## config.mk

```make
export PLATFORM = sky130hd
export DESIGN_NAME = punc_control_fsm
export DESIGN_NICKNAME = d
export VERILOG_FILES = /design/src/rtl/punc_control_fsm.sv
export SDC_FILE = /design/constraint.sdc
export NUM_CORES = 1
export LEC_CHECK = 0
export ABC_AREA = 1
export BUFFER_PORTS_ARGS = -buffer_cell sky130_fd_sc_hd__buf_2
export CAP_MARGIN = 20
export CORE_UTILIZATION = 35
export DETAILED_ROUTE_END_ITERATION = 8
export HOLD_SLACK_MARGIN = 0.15
export PLACE_DENSITY = 0.76
export SYNTH_ARGS = -nofsm -noshare
export SYNTH_HDL_FRONTEND = slang
export SYNTH_SLANG_ARGS = --single-unit
```

## constraint.sdc

```tcl
create_clock -name clk -period 1.3 [get_ports clk]
set_clock_uncertainty 0.2 [all_clocks]
set_input_delay 0.195 -clock clk [delete_from_list [all_inputs] [get_ports clk]]
set_output_delay 0.195 -clock clk [all_outputs]
set_load 0.02 [all_outputs]
```

## src/rtl/punc_control_fsm.sv

```systemverilog
`default_nettype none
// ============================================================================
//  Module   : punc_control_fsm
//  Brief    : Multi-cycle LC3 control sequencer driving the PUnC datapath
//             through FETCH / DECODE / EXECUTE (/ EXECUTE2) until HALT.
//  Revision : 1.0
// ============================================================================
module punc_control_fsm #(
  parameter logic [7:0] HALT_TRAPVECT = 8'h25
) (
  input  logic        clk,
  input  logic        rst,
  input  logic [15:0] ir,
  output logic        halted,
  output logic        mem_wr_en,
  output logic [2:0]  mem_r_addr_sel,
  output logic        state2_STI,
  output logic        STR,
  output logic [2:0]  RF_wr_addr,
  output logic        RF_wr_en,
  output logic [2:0]  RF_r_addr_0,
  output logic [2:0]  RF_r_addr_1,
  output logic [1:0]  RF_w_data_sel,
  output logic        ir_ld,
  output logic        JMP_RET_JSRR,
  output logic        pc_ld,
  output logic        pc_clr,
  output logic        pc_up,
  output logic        add_const,
  output logic [1:0]  alu_sel,
  output logic        cc_en,
  output logic        n,
  output logic        z,
  output logic        p,
  output logic [10:0] const_n,
  output logic [3:0]  SEXT_Select
);

  typedef enum logic [2:0] {
    S_FETCH    = 3'd0,
    S_DECODE   = 3'd1,
    S_EXECUTE  = 3'd2,
    S_EXECUTE2 = 3'd3,
    S_HALT     = 3'd4
  } state_t;

  localparam logic [3:0] c_OP_BR   = 4'b0000;
  localparam logic [3:0] c_OP_ADD  = 4'b0001;
  localparam logic [3:0] c_OP_LD   = 4'b0010;
  localparam logic [3:0] c_OP_ST   = 4'b0011;
  localparam logic [3:0] c_OP_JSR  = 4'b0100;
  localparam logic [3:0] c_OP_AND  = 4'b0101;
  localparam logic [3:0] c_OP_LDR  = 4'b0110;
  localparam logic [3:0] c_OP_STR  = 4'b0111;
  localparam logic [3:0] c_OP_NOT  = 4'b1001;
  localparam logic [3:0] c_OP_LDI  = 4'b1010;
  localparam logic [3:0] c_OP_STI  = 4'b1011;
  localparam logic [3:0] c_OP_JMP  = 4'b1100;
  localparam logic [3:0] c_OP_LEA  = 4'b1110;
  localparam logic [3:0] c_OP_TRAP = 4'b1111;

  localparam logic [3:0] c_SEXT_IMM5  = 4'b1000;
  localparam logic [3:0] c_SEXT_OFF6  = 4'b0100;
  localparam logic [3:0] c_SEXT_OFF9  = 4'b0010;
  localparam logic [3:0] c_SEXT_OFF11 = 4'b0001;

  localparam logic [1:0] c_ALU_PASS = 2'd0;
  localparam logic [1:0] c_ALU_ADD  = 2'd1;
  localparam logic [1:0] c_ALU_AND  = 2'd2;
  localparam logic [1:0] c_ALU_NOT  = 2'd3;

  state_t     r_state;
  state_t     w_next;
  logic [3:0] w_op;
  logic [2:0] w_dr;
  logic [2:0] w_sr1;
  logic [2:0] w_sr2;
  logic       w_trap_halt;

  assign w_op    = ir[15:12];
  assign w_dr    = ir[11:9];
  assign w_sr1   = ir[8:6];
  assign w_sr2   = ir[2:0];
  assign const_n = ir[10:0];

  // Every TRAP halts; the documented HALT vector is matched only for visibility.
  assign w_trap_halt = (ir[7:0] == HALT_TRAPVECT) | 1'b1;

  always_ff @(posedge clk) begin
    if (rst) r_state <= S_FETCH;
    else     r_state <= w_next;
  end

  always_comb begin
    w_next         = r_state;
    halted         = 1'b0;
    mem_wr_en      = 1'b0;
    mem_r_addr_sel = 3'd0;
    state2_STI     = 1'b0;
    STR            = 1'b0;
    RF_wr_addr     = 3'd0;
    RF_wr_en       = 1'b0;
    RF_r_addr_0    = 3'd0;
    RF_r_addr_1    = 3'd0;
    RF_w_data_sel  = 2'd0;
    ir_ld          = 1'b0;
    JMP_RET_JSRR   = 1'b0;
    pc_ld          = 1'b0;
    pc_clr         = 1'b0;
    pc_up          = 1'b0;
    add_const      = 1'b0;
    alu_sel        = c_ALU_PASS;
    cc_en          = 1'b0;
    n              = 1'b0;
    z              = 1'b0;
    p              = 1'b0;
    SEXT_Select    = 4'b0000;

    if (rst) begin
      // Reset masks every strobe so an aborted instruction writes nothing.
      pc_clr = 1'b1;
    end else begin
      case (r_state)
        S_FETCH: begin
          mem_r_addr_sel = 3'd0;
          ir_ld          = 1'b1;
          w_next         = S_DECODE;
        end
        S_DECODE: begin
          pc_up  = 1'b1;
          w_next = S_EXECUTE;
        end
        S_EXECUTE: begin
          w_next = S_FETCH;
          case (w_op)
            c_OP_ADD, c_OP_AND: begin
              alu_sel       = (w_op == c_OP_ADD) ? c_ALU_ADD : c_ALU_AND;
              add_const     = ir[5];
              SEXT_Select   = c_SEXT_IMM5;
              RF_r_addr_0   = w_sr1;
              RF_r_addr_1   = w_sr2;
              RF_wr_addr    = w_dr;
              RF_wr_en      = 1'b1;
              RF_w_data_sel = 2'd0;
              cc_en         = 1'b1;
            end
            c_OP_NOT: begin
              alu_sel     = c_ALU_NOT;
              RF_r_addr_0 = w_sr1;
              RF_wr_addr  = w_dr;
              RF_wr_en    = 1'b1;
              cc_en       = 1'b1;
            end
            c_OP_BR: begin
              {n, z, p}   = w_dr;
              SEXT_Select = c_SEXT_OFF9;
            end
            c_OP_JMP: begin
              alu_sel      = c_ALU_PASS;
              RF_r_addr_0  = w_sr1;
              JMP_RET_JSRR = 1'b1;
              pc_ld        = 1'b1;
            end
            c_OP_JSR: begin
              RF_wr_addr    = 3'd7;
              RF_wr_en      = 1'b1;
              RF_w_data_sel = 2'd1;
              pc_ld         = 1'b1;
              if (ir[11]) begin
                SEXT_Select  = c_SEXT_OFF11;
              end else begin
                alu_sel      = c_ALU_PASS;
                RF_r_addr_0  = w_sr1;
                JMP_RET_JSRR = 1'b1;
              end
            end
            c_OP_LD: begin
              SEXT_Select    = c_SEXT_OFF9;
              mem_r_addr_sel = 3'd1;
              RF_wr_addr     = w_dr;
              RF_wr_en       = 1'b1;
              RF_w_data_sel  = 2'd2;
            end
            c_OP_LEA: begin
              SEXT_Select   = c_SEXT_OFF9;
              RF_wr_addr    = w_dr;
              RF_wr_en      = 1'b1;
              RF_w_data_sel = 2'd3;
            end
            c_OP_LDR: begin
              alu_sel        = c_ALU_ADD;
              add_const      = 1'b1;
              SEXT_Select    = c_SEXT_OFF6;
              RF_r_addr_0    = w_sr1;
              mem_r_addr_sel = 3'd4;
              RF_wr_addr     = w_dr;
              RF_wr_en       = 1'b1;
              RF_w_data_sel  = 2'd2;
            end
            c_OP_ST: begin
              SEXT_Select = c_SEXT_OFF9;
              alu_sel     = c_ALU_PASS;
              RF_r_addr_0 = w_dr;
              mem_wr_en   = 1'b1;
            end
            c_OP_STR: begin
              STR         = 1'b1;
              alu_sel     = c_ALU_ADD;
              add_const   = 1'b1;
              SEXT_Select = c_SEXT_OFF6;
              RF_r_addr_0 = w_sr1;
              RF_r_addr_1 = w_dr;
              mem_wr_en   = 1'b1;
            end
            c_OP_LDI, c_OP_STI: begin
              // First access only captures the pointer into the indirect latch.
              SEXT_Select    = c_SEXT_OFF9;
              mem_r_addr_sel = 3'd1;
              w_next         = S_EXECUTE2;
            end
            c_OP_TRAP: begin
              w_next = w_trap_halt ? S_HALT : S_FETCH;
            end
            default: begin
              w_next = S_FETCH;
            end
          endcase
        end
        S_EXECUTE2: begin
          w_next = S_FETCH;
          if (w_op == c_OP_LDI) begin
            mem_r_addr_sel = 3'd2;
            RF_wr_addr     = w_dr;
            RF_wr_en       = 1'b1;
            RF_w_data_sel  = 2'd2;
          end else begin
            state2_STI  = 1'b1;
            alu_sel     = c_ALU_PASS;
            RF_r_addr_0 = w_dr;
            mem_wr_en   = 1'b1;
          end
        end
        S_HALT: begin
          halted = 1'b1;
          w_next = S_HALT;
        end
        default: begin
          w_next = S_FETCH;
        end
      endcase
    end
  end

endmodule
`default_nettype wire

```

### Word level (Yosys, flattened, before mapping)

Cells that the tools add are included.

* reduce and logical (&&, ||, !) cells: 14
* muxes and demuxes: 72
* eq/ne operators: 17

Operators with widths (count)
* $pmux 3 s2: 7
* $mux 1: 39
* $eq 4x4->1 const B: 6
* $mux 3: 8
* $reduce_or 6->1: 3
* $eq 4x3->1 const B: 4
* $pmux 4 s4: 1
* $mux 2: 6
* $pmux 2 s3: 2
* $pmux 3 s4: 1
* $reduce_or 2->1: 6
* $pmux 3 s3: 1
* $eq 4x2->1 const B: 2
* $mux 4: 2
* $pmux 1 s2: 4
* $reduce_or 7->1: 1
* $eq 3x2->1 const B: 2
* $reduce_or 3->1: 2
* $eq 4x1->1 const B: 1
* $logic_not 4->1: 1
* $pmux 2 s2: 1
* $eq 3x1->1 const B: 1
* $eq 3x3->1 const B: 1
* $logic_not 3->1: 1

* bits of input ports: 18
* word-level logic and storage cells: 104
* register bits after elaboration: 3

### Logic depth before layout (Yosys ltp)

* depth after elaboration: 5
* gate-level depth with buffers: 9
* gate-level depth less buffers: 9

### Worst setup path after synthesis

No wires, ideal clock.

* path kind: register to output
* start point: register r_state[0]
* end point: output RF_r_addr_1[0]
* data arrival time: 1350 ps
* buffers on the path: 0
* stages on the path, launching flop included: 8
* data required time: 905 ps
* setup slack: -445 ps
* cell sequence: dfxtp_1 inv_1 nand3_4 nor2_8 inv_2 nor2_4 nand2_1 o21ai_1

* word-level cells in the longest chain between the ends: 3

RTL lines
* start: declaration: RTL line 72 `state_t r_state;`
* start signal: assignment: RTL line 91 `else r_state <= w_next;`
* $eq 3x2->1: RTL line 123 `case (r_state)`
* $mux 3: RTL line 123
* $mux 3: RTL line 119 `if (rst) begin`
* end: declaration: RTL line 22 `output logic [2:0] RF_r_addr_1,`

No other way between the ends.

### Worst setup path in the final report

* start point: register r_state[0]
* end point: output RF_wr_addr[1]

* word-level cells in the longest chain between the ends: 3

RTL lines
* $eq 3x2->1: RTL line 123
* $pmux 3 s2 (*): RTL line 123
* $mux 3 (*): RTL line 119
* end: declaration: RTL line 19 `output logic [2:0] RF_wr_addr,`

Every way passes the cells marked *; elsewhere a longest branch is shown, timed or not.

==> metrics.txt <==
largest family of logic cells by synthesized area=simple AND/OR/NAND/NOR gates; Setup crit start kind=register; period utilization=161.5%; I/O pins=64; area leader, netlist=nand2_1; post-synthesis compound-gate area fraction=17.52%; Die Height=50.02 um; biggest regs=r_state x3; RSZ-0062 raised after global routing=yes; Post-layout nets=around 270; Biggest register=r_state; DRT iter0 DRCs=slightly below 80; initial antenna violation count=0; via count=1633; starting density of the core=a little under two fifths; first-pass GRT wire length=6686 um; Post-Synth Adder-Cell Area=0%; cts bufs inserted=3; status=complete, but fails checks; Fin Hold WS=0.1900 ns; port bufs=59; slowest stage cell, crit path=dfxtp_2; multiplexer share of the synthesized area=0%; htree depth=1; fin cells=between 200 and 300; total gr overflow=0; post-synthesis sequential area ratio=around 7.4%; Least-Margin Pin Slew=around 0.38 ns; CTS tree=built; top-area cell type share of the netlist area=around 15%; clk_lat worst skew=between 0.2 and 0.25 ns; post-synthesis register bit count=3; Die Wd=50.02 um; Critical Path End Type=primary output; power density cells=a little under 400 mW/mm^2; hold-fix buffers at CTS=0; post-place instance area=between 0.0015 and 0.002 sq mm; Final setup viols=37; core area=roughly 0.0022 sq mm; Die ar.=between 0.002 and 0.003 sq mm; crit path cell chain=inv_4, nor3_4, nand4_1, nand2_2, a21oi_2, nor2_4, buf_6; number of global-route vias before repair=1401; Synth area leaders=nand2_1, buf_4, inv_1, nor2_1, dfxtp_1; number of diodes=0; PnR worst setup slack=-0.7994 ns; post-route ant nets=0; crit path DAT=approximately 1.7 ns; worst path bufs/invs=2; Post-Layout Inst Area=between 0.002 and 0.0025 sq mm; syn nets=about 170; drt via density=around 5.9; fin util=~95%; violated checks=setup timing; Max Fclk=476.3 MHz; slowest stage delay, CP=around 0.36 ns; mapped cell area=just over 800 sq um; DRT Pass-1 Iters=5; Max-slew headroom=74.68%; post-layout power=817.2 uW; CP Data Required Time=approximately 0.90 ns; GPL Wtd Cong=a little over 0.8; hpwl dp=2650 um; CTS Sinks=3; Post-route DRC=0; routed len/inst=21.01 um; Post-Synth XOR/XNOR Area=0%; LEAKAGE=between 1 and 1.5 nW; dpl cells=between 200 and 300; clk buf depth=2; Syn-to-layout area delta=158.6%; minimum clock period=2.099 ns; max reg flops=3; Worst VDD drop=roughly 0.84 mV; pin count of the biggest net entering global routing=19; share of layout cells above drive strength 1=78.23%; CTS root buf=clkbuf_4; Post-Syn Instances=150; Hold Vio Cnt, Final=0; Worst-path clk slew=around 0.04 ns; max-cap violation count=0; Setup CP Type=reg2out; Largest delay share family, worst path=simple AND/OR/NAND/NOR gates; Yosys warning count=0; WL final=5798 um; Synth Area in Simple Gates=48.84%; Pins Over Slew Limit=0; gr usage total=between 30 and 40%; Avg Inst Size Synth=~5.4 sq um; Unique masters post-synth=27; CP Max Fanout=3; FP Rows=17; HP Class=in2out
==> routing by layer <==
layer / GRT usage [%] / part of all wire, % / up-vias
li1: - / - / 666
met2: 68.22 / 50 / 172
met3: 3.395 / 9.5 / 60
met1: 37.09 / 32 / 735
met4: 19.05 / 9.0 / 0
met5: 0 / 0 / -
==> report_power, final <==
part,total (mW),internal [mW],switching (mW)
combinational,0.531,0.210,0.320
sequential,0.106,0.0970,0.00873
clock,0.181,0.116,0.0647
==> area by class of cell <==
type                            instances  area [sq um]
Inverter                               27         113.9
Timing Repair Buffer                  109         922.1
Sequential cell                         3         68.82
Fill cell                              60         103.9
Multi-Input combinational cell        105         920.9
Tap cell                               28         35.03
Clock buffer                            4         26.28
==> cells by family (layout without fill, tap and decap cells) <==
kind of cell           after synthesis  after routing
buffers and inverters               42            140
AO/OA/AOI/OAI                       25             25
AND/OR/NAND/NOR                     80             80
flip-flops                           3              3
==> worst reg2reg max path, delay by kind of cell (launching register included) <==
family	cells	cell delay [ns]
buf+inv	4	0.37
flops	1	0.36
simple gates	2	0.20
compound gates	1	0.18
==> worst paths after layout <==
path,cells past startpoint,start,slack [ns],to
worst max-delay path,7,r_state[0]$_SDFF_PP0_,-0.80,RF_wr_addr[1]
worst min-delay path,0,ir[3],0.19,const_n[3]
worst max register to register,7,r_state[0]$_SDFF_PP0_,-0.12,r_state[2]$_SDFF_PP0_
worst min register to register,2,r_state[2]$_SDFF_PP0_,0.39,r_state[2]$_SDFF_PP0_
==> synth_stat cells (all sizes together) <==
master  instances
o31ai           1
nor3b           1
buf            15
nor4            2
nand4           1
nor2           26
inv            27
nand3          12
nand2          33
o21bai          3
nor3            5
a31oi           1
o22ai           1
a32oi           1
dfxtp           3
a21oi          10
o21ai           8
==> layout by cell type, fill, tap and decap left out, types with 6 or more instances in the layout <==
master / netlist / final
nand2_1: 33 / 17
inv_1: 23 / 14
inv_2: 4 / 9
nor2_1: 20 / 6
a21oi_4: 0 / 6
nand3_1: 11 / 8
nand2_2: 0 / 13
buf_2: 1 / 25
buf_4: 12 / 45
nor2_4: 3 / 15
buf_6: 1 / 37
==> what timing repair did <==
| action | 4_1_cts | 5_1_grt |
|---|---|---|
| setup endpoints to repair | 34 | 36 |
| gates resized for setup | 92 | 39 |
| setup buffers | 7 | 4 |
| pin swaps | 17 | 15 |
| gates cloned | 1 | 0 |
==> metrics by stage <==
step | setup slack [ns] | setup TNS [ns]
2_1_floorplan | -0.3276 | -5.418
3_3_place_gp | -0.3641 | -8.624
3_5_place_dp | -0.4319 | -9.715
4_1_cts | -0.6357 | -17.90
5_1_grt | -0.8876 | -21.36
6_report | -0.7994 | -19.94
No activity file was read; power rests on OpenSTA's default activity.
